[src/rtl/hwt_seq_trigger.sv]
// hwt_seq_trigger: registered A..D stage that counts A,5,F sequences and kills D after THRESH hits
module hwt_seq_trigger #(
    parameter logic [3:0] P0     = 4'hA,
    parameter logic [3:0] P1     = 4'h5,
    parameter logic [3:0] P2     = 4'hF,
    parameter int         THRESH = 3,
    parameter int         CNT_W  = 4
) (
    input  logic             clk,
    input  logic             rst_n,
    input  logic             en,
    input  logic             A,
    input  logic             B,
    input  logic             C,
    input  logic             D,
    output logic             A_o,
    output logic             B_o,
    output logic             C_o,
    output logic             D_o,
    output logic             trig,
    output logic [CNT_W-1:0] match_cnt
);
    localparam logic [1:0] S_IDLE  = 2'd0;
    localparam logic [1:0] S_S1    = 2'd1;
    localparam logic [1:0] S_S2    = 2'd2;
    localparam logic [1:0] S_FIRED = 2'd3;

    logic [1:0]       r_state;
    logic [1:0]       w_next;
    logic [3:0]       r_q;
    logic [CNT_W-1:0] r_cnt;
    logic             r_trig;
    logic [3:0]       w_v;
    logic [CNT_W-1:0] w_cnt_inc;
    logic             w_hit;
    logic             w_fire;

    assign w_v       = {A, B, C, D};
    assign w_cnt_inc = r_cnt + 1'b1;
    assign w_hit     = en && r_state == S_S2 && w_v == P2;
    assign w_fire    = w_hit && w_cnt_inc == CNT_W'(THRESH);

    // Sequence monitor next state: completion beats P0 restart beats falling back to IDLE
    always_comb begin
        w_next = r_state;
        if (r_state != S_FIRED && en)
            w_next = w_hit ? (w_fire ? S_FIRED : S_IDLE)
                   : (r_state == S_S1 && w_v == P1) ? S_S2
                   : (w_v == P0) ? S_S1 : S_IDLE;
    end

    // Input pipeline, FSM state, occurrence counter and sticky trigger
    always_ff @(posedge clk) begin
        if (!rst_n) begin
            r_q     <= '0;
            r_state <= S_IDLE;
            r_cnt   <= '0;
            r_trig  <= 1'b0;
        end else begin
            r_q     <= w_v;
            r_state <= w_next;
            if (w_hit)
                r_cnt <= w_cnt_inc;
            if (w_fire)
                r_trig <= 1'b1;
        end
    end

    assign A_o       = r_q[3];
    assign B_o       = r_q[2];
    assign C_o       = r_q[1];
    assign D_o       = r_q[0] & ~r_trig;
    assign trig      = r_trig;
    assign match_cnt = r_cnt;
endmodule

[config.mk]
export PLATFORM = sky130hd
export DESIGN_NAME = hwt_seq_trigger
export DESIGN_NICKNAME = d
export VERILOG_FILES = /design/src/rtl/hwt_seq_trigger.sv
export SDC_FILE = /design/constraint.sdc
export NUM_CORES = 1
export LEC_CHECK = 0
export ABC_AREA = 0
export CAP_MARGIN = 10
export CORE_AREA = 4 4 41 43
export DETAILED_ROUTE_END_ITERATION = 10
export DIE_AREA = 0 0 45 47
export PLACE_DENSITY = 0.69
export SYNTH_ARGS = -nofsm -noshare
export SYNTH_HDL_FRONTEND = slang
export SYNTH_SLANG_ARGS = --single-unit
[constraint.sdc]
create_clock -name clk -period 1.4 [get_ports clk]
set_clock_uncertainty 0.05 [all_clocks]
set_input_delay 0.28 -clock clk [delete_from_list [all_inputs] [get_ports clk]]
set_output_delay 0.28 -clock clk [all_outputs]
set_load 0.1 [all_outputs]
; ---- Yosys cells after proc, flatten, opt, wreduce, memory -nomap -nowiden
; Cells that the tools add are included.
[classes]
add_sub_neg = 1
eq_ne = 7
mux = 4
bitwise_logic = 2
n_reduce_logical = 5
[ops]
columns = op, n
row1 = "4-bit == test, second input constant", 2
row2 = 2-bit 2-to-1 mux, 3
row3 = 1-bit logical AND, 5
row4 = "4-bit by 1-bit adder with 4-bit output, second input constant", 1
row5 = "4-bit by 2-bit == test with 1-bit output, second input constant", 1
row6 = "4-bit by 3-bit == test with 1-bit output, second input constant", 1
row7 = "2-bit by 1-bit == test with 1-bit output, second input constant", 1
row8 = "2-bit == test, second input constant", 1
row9 = "2-bit != test, second input constant", 1
row10 = 1-bit bitwise AND, 1
row11 = 1-bit 2-to-1 mux, 1
row12 = 1-bit NOT, 1
[word_totals]
reg_bits = 11
input_bits = 7
out_inout_bits = 9

; ---- Logic depth before layout (Yosys ltp)
[logic_depth]
word_depth = 6
mapped_depth = 5
depth_no_buf = 5

; ---- Worst setup path before layout
; No wires, ideal clock.
[synth_timing]
path_type = register to output
startpoint = reg r_trig (netlist: trig)
endpoint = out D_o
arrival_ns = 2.125
required_ns = 1.070
path_slack_ns = -1.055
stages_incl_launch_ff = 2
path_cell_list = dfxtp_1 nor2b_1
[synth_between]
elab_chain_cells = 2
[synth_rtl]
columns = element, line
row1 = "start, declared", 32  ; logic r_trig;
row2 = "start signal, assigned", 58  ; r_trig <= 1'b0;
row3 = "start signal, assigned", 65  ; r_trig <= 1'b1;
row4 = 1-bit NOT, 72  ; assign D_o = r_q[0] & ~r_trig;
row5 = 1-bit bitwise AND, 72
row6 = "end, declared", 19  ; output logic D_o,
; No other way between the ends.

; ---- Worst setup path after layout
[layout_timing]
startpoint = in A
endpoint = reg r_state[1]
[layout_between]
elab_chain_cells = 5
elab_cells_between_ends = 8
classes_between = eq/ne (2) / mux (3) / reduce/logical (3)
[layout_rtl]
columns = element, line
row1 = "start, declared", 12  ; input logic A,
row2 = 4-bit == test, 40  ; assign w_hit = en && r_state == S_S2 && w_v == P2;
row3 = 1-bit logical AND, 40
row4 = 1-bit logical AND, 41  ; assign w_fire = w_hit && w_cnt_inc == CNT_W'(THRESH);
row5 = 2-bit 2-to-1 mux, 47  ; w_next = w_hit ? (w_fire ? S_FIRED : S_IDLE)
row6 = 2-bit 2-to-1 mux *, 47
row7 = "end signal, assigned", 61  ; r_state <= w_next;
row8 = "end, declared", 28  ; logic [1:0] r_state;
; Every way passes the cells marked *; elsewhere a longest branch is shown, timed or not.
; A chain may end at the register's enable or synchronous reset.

==> results_dict.tcl <==
set metrics [dict create \
    worst_slew_pin_slew_ns 0.2371 \
    first_iter_violations 4 \
    wire_per_inst_um 13.64 \
    drv_slew 0 \
    netlist_area_um2 520.5 \
    via_per_inst 4.852 \
    finalSetupViolations 0 \
    clock_latency_ns 0.28 \
    route.met2.wl_um 626 \
    start_util 0.4000 \
    ios 16 \
    vias 427 \
    topRoutingLayerUsed "met4" \
    synth_edf_count 0 \
    mostFrequentLayoutCell "buf_12" \
    syn_avg_cell_area_um2 10.62 \
    crit_path_end_kind "register" \
    cts_buffer_depth 2 \
    antenna_found_initial 0 \
    ir_worst_vdd_v 0.0003426 \
    cp.arrival_ns 1.45 \
    regToRegStartpoint "match_cnt[0]" \
    hold_viol 0 \
    postPlaceCellArea_um2 842.1 \
    hpwl_um 933.5 \
    relSlewSlack 0.8402 \
    p_per_area_nw_per_um2 770.9 \
    fp-row-count 13 \
    die_w_um 45 \
    dp.cells 84 \
    fp.dieH_um 47 \
    r2r-end "r_state[1]" \
    syn-num-nets 58 \
    wl_um 1200 \
    diodes 0 \
    min_period_ns 1.295 \
    cap_violations 0 \
    cts.sinks 11 \
    post_cts_buffers 0 \
    grt_pass1_wl_um 1890 \
    clockRootBuffer "clkbuf_4" \
    die_area_um2 2115 \
    leakagePower_nw 0.3804 \
    endpoint "r_state[1]" \
    met1_length_um 479 \
    drtPass1Iterations 3 \
    fin_cells 88 \
    stdcell_area_um2 875.8 \
    ys.flop_type "dfxtp_1" \
    path_max_fanout 4 \
    r2r_slack_ns 0.16 \
    cts_tree "built" \
    netlist_instances 49 \
    cts_hold_buf 0 \
    fin_total_pwr_uw 675.2 \
    critical_path_required_ns 1.55 \
    grt_pass1_vias 464 \
    core_um2 1301 \
    ctsResizeCount 0 \
    drtAntennaViolNets 0 \
    grt_max_degree 7 \
    grt_use_total 0.1380 \
    drc_errors 0 \
    reg2reg_depth 4 \
    synth_cell_type_count 23 \
    ys_warn_count 0 \
    holdCritPathClass "in -> reg" \
    htreeDepth 1 \
    path_clk_slew_ns 0.07 \
    grt_overflow 0 \
    rsz0062_at_grt "no" \
    ys_ff_latch 11 \
    finalNetCount 83 \
    place_congestion 0.7393 \
    route.met3.wl_um 48 \
    startpoint_type "input pin" \
    status "completed" \
    fmax_mhz 772.1 \
    io_buffers 15 \
    crit_type "in -> reg" \
    layout-drive-gt1-share 0.4521 \
    async_reset_ff_frac 0 \
    final_cell_mix "buf_12, and2_1, buf_4, dfxtp_1, clkdlybuf4s50_1" \
    numCtsBuffers 3 \
    cp-startpoint "A" \
    syn_to_final_growth_pct 68.27 \
    post-route-period-util 0.9251 \
    yosysSeqAreaShare 0.4231 \
]
==> state kept, by name, indices dropped and copies added (netlist names) <==
name and cells:
trig 1, match_cnt 4, r_state 2, r_q 4
==> routing by layer <==
metal / track usage / vias up
met4: 0.1404 / 0
met2: 0.2288 / 10
met5: 0 / -
met3: 0.03448 / 4
met1: 0.1379 / 201
li1: - / 212
==> synth_stat cells (2+ instances only) <==
| master | number | area, um2 |
|---|---|---|
| dfxtp_1 | 11 | 220.2 |
| and2_1 | 6 | 37.54 |
| inv_1 | 4 | 15.01 |
| xor2_1 | 3 | 26.28 |
| a21boi_1 | 2 | 15.01 |
| ha_1 | 2 | 25.02 |
| nand3_1 | 2 | 10.01 |
| nor3_2 | 2 | 20.02 |
| o21ai_0 | 2 | 10.01 |
| xnor2_1 | 2 | 17.52 |
==> through the flow <==
step,setup slack [ns],TNS [ns],hold slack (ns),util
2_1_floorplan,0.01684,0,0.3517,-
3_5_place_dp,-0.1870,-1.063,0.4389,0.6471
4_1_cts,0.09573,0,0.4505,0.6673
5_1_grt,0.02104,0,0.3330,0.6731
3_3_place_gp,-0.1657,-0.9122,0.4549,0.6471
6_report,0.1049,0,0.3099,0.6731
==> critical path: stages <==
cell             delay [ns]
clkdlybuf4s50_1        0.53
nand4b_4               0.15
nor2_4                 0.16
nand4_2                0.15
a21boi_1               0.17
==> cell type report <==
type / instances / area, um2
well taps: 15 / 18.77
multi-input cells: 33 / 294.0
repair buffers: 21 / 287.8
clock buffers: 4 / 26.28
inverters: 4 / 15.01
flip-flops and latches: 11 / 234.0
fillers: 109 / 425.4
==> power by group <==
| part | internal [mW] | switching [mW] |
|---|---|---|
| sequential | 0.314 | 0.00504 |
| combinational | 0.0579 | 0.0727 |
| clock | 0.111 | 0.115 |
==> logic make-up (layout without fill, tap and decap cells) <==
group,after synthesis,in the layout,share of synthesized area
AO/OA/AOI/OAI,7,7,0.1034
XOR/XNOR,5,5,0.08415
adder cells (fa/ha/maj),2,2,0.04807
buffers and inverters,5,29,0.03604
flip-flops,11,11,0.4231
AND/OR/NAND/NOR,19,19,0.3053
==> worst min path at each step <==
| stage | startpoint | endpoint | slack, ns | depth (start not counted) |
|---|---|---|---|---|
| CTS | trig | trig | 0.45 | 2 |
| finish | D | r_q[0] | 0.31 | 2 |
| detailed placement | trig | trig | 0.44 | 2 |
| floorplan | D | r_q[0] | 0.35 | 1 |
| global placement | trig | trig | 0.45 | 2 |
| global route | D | r_q[0] | 0.33 | 2 |
Power figures use the tool's default switching activity.
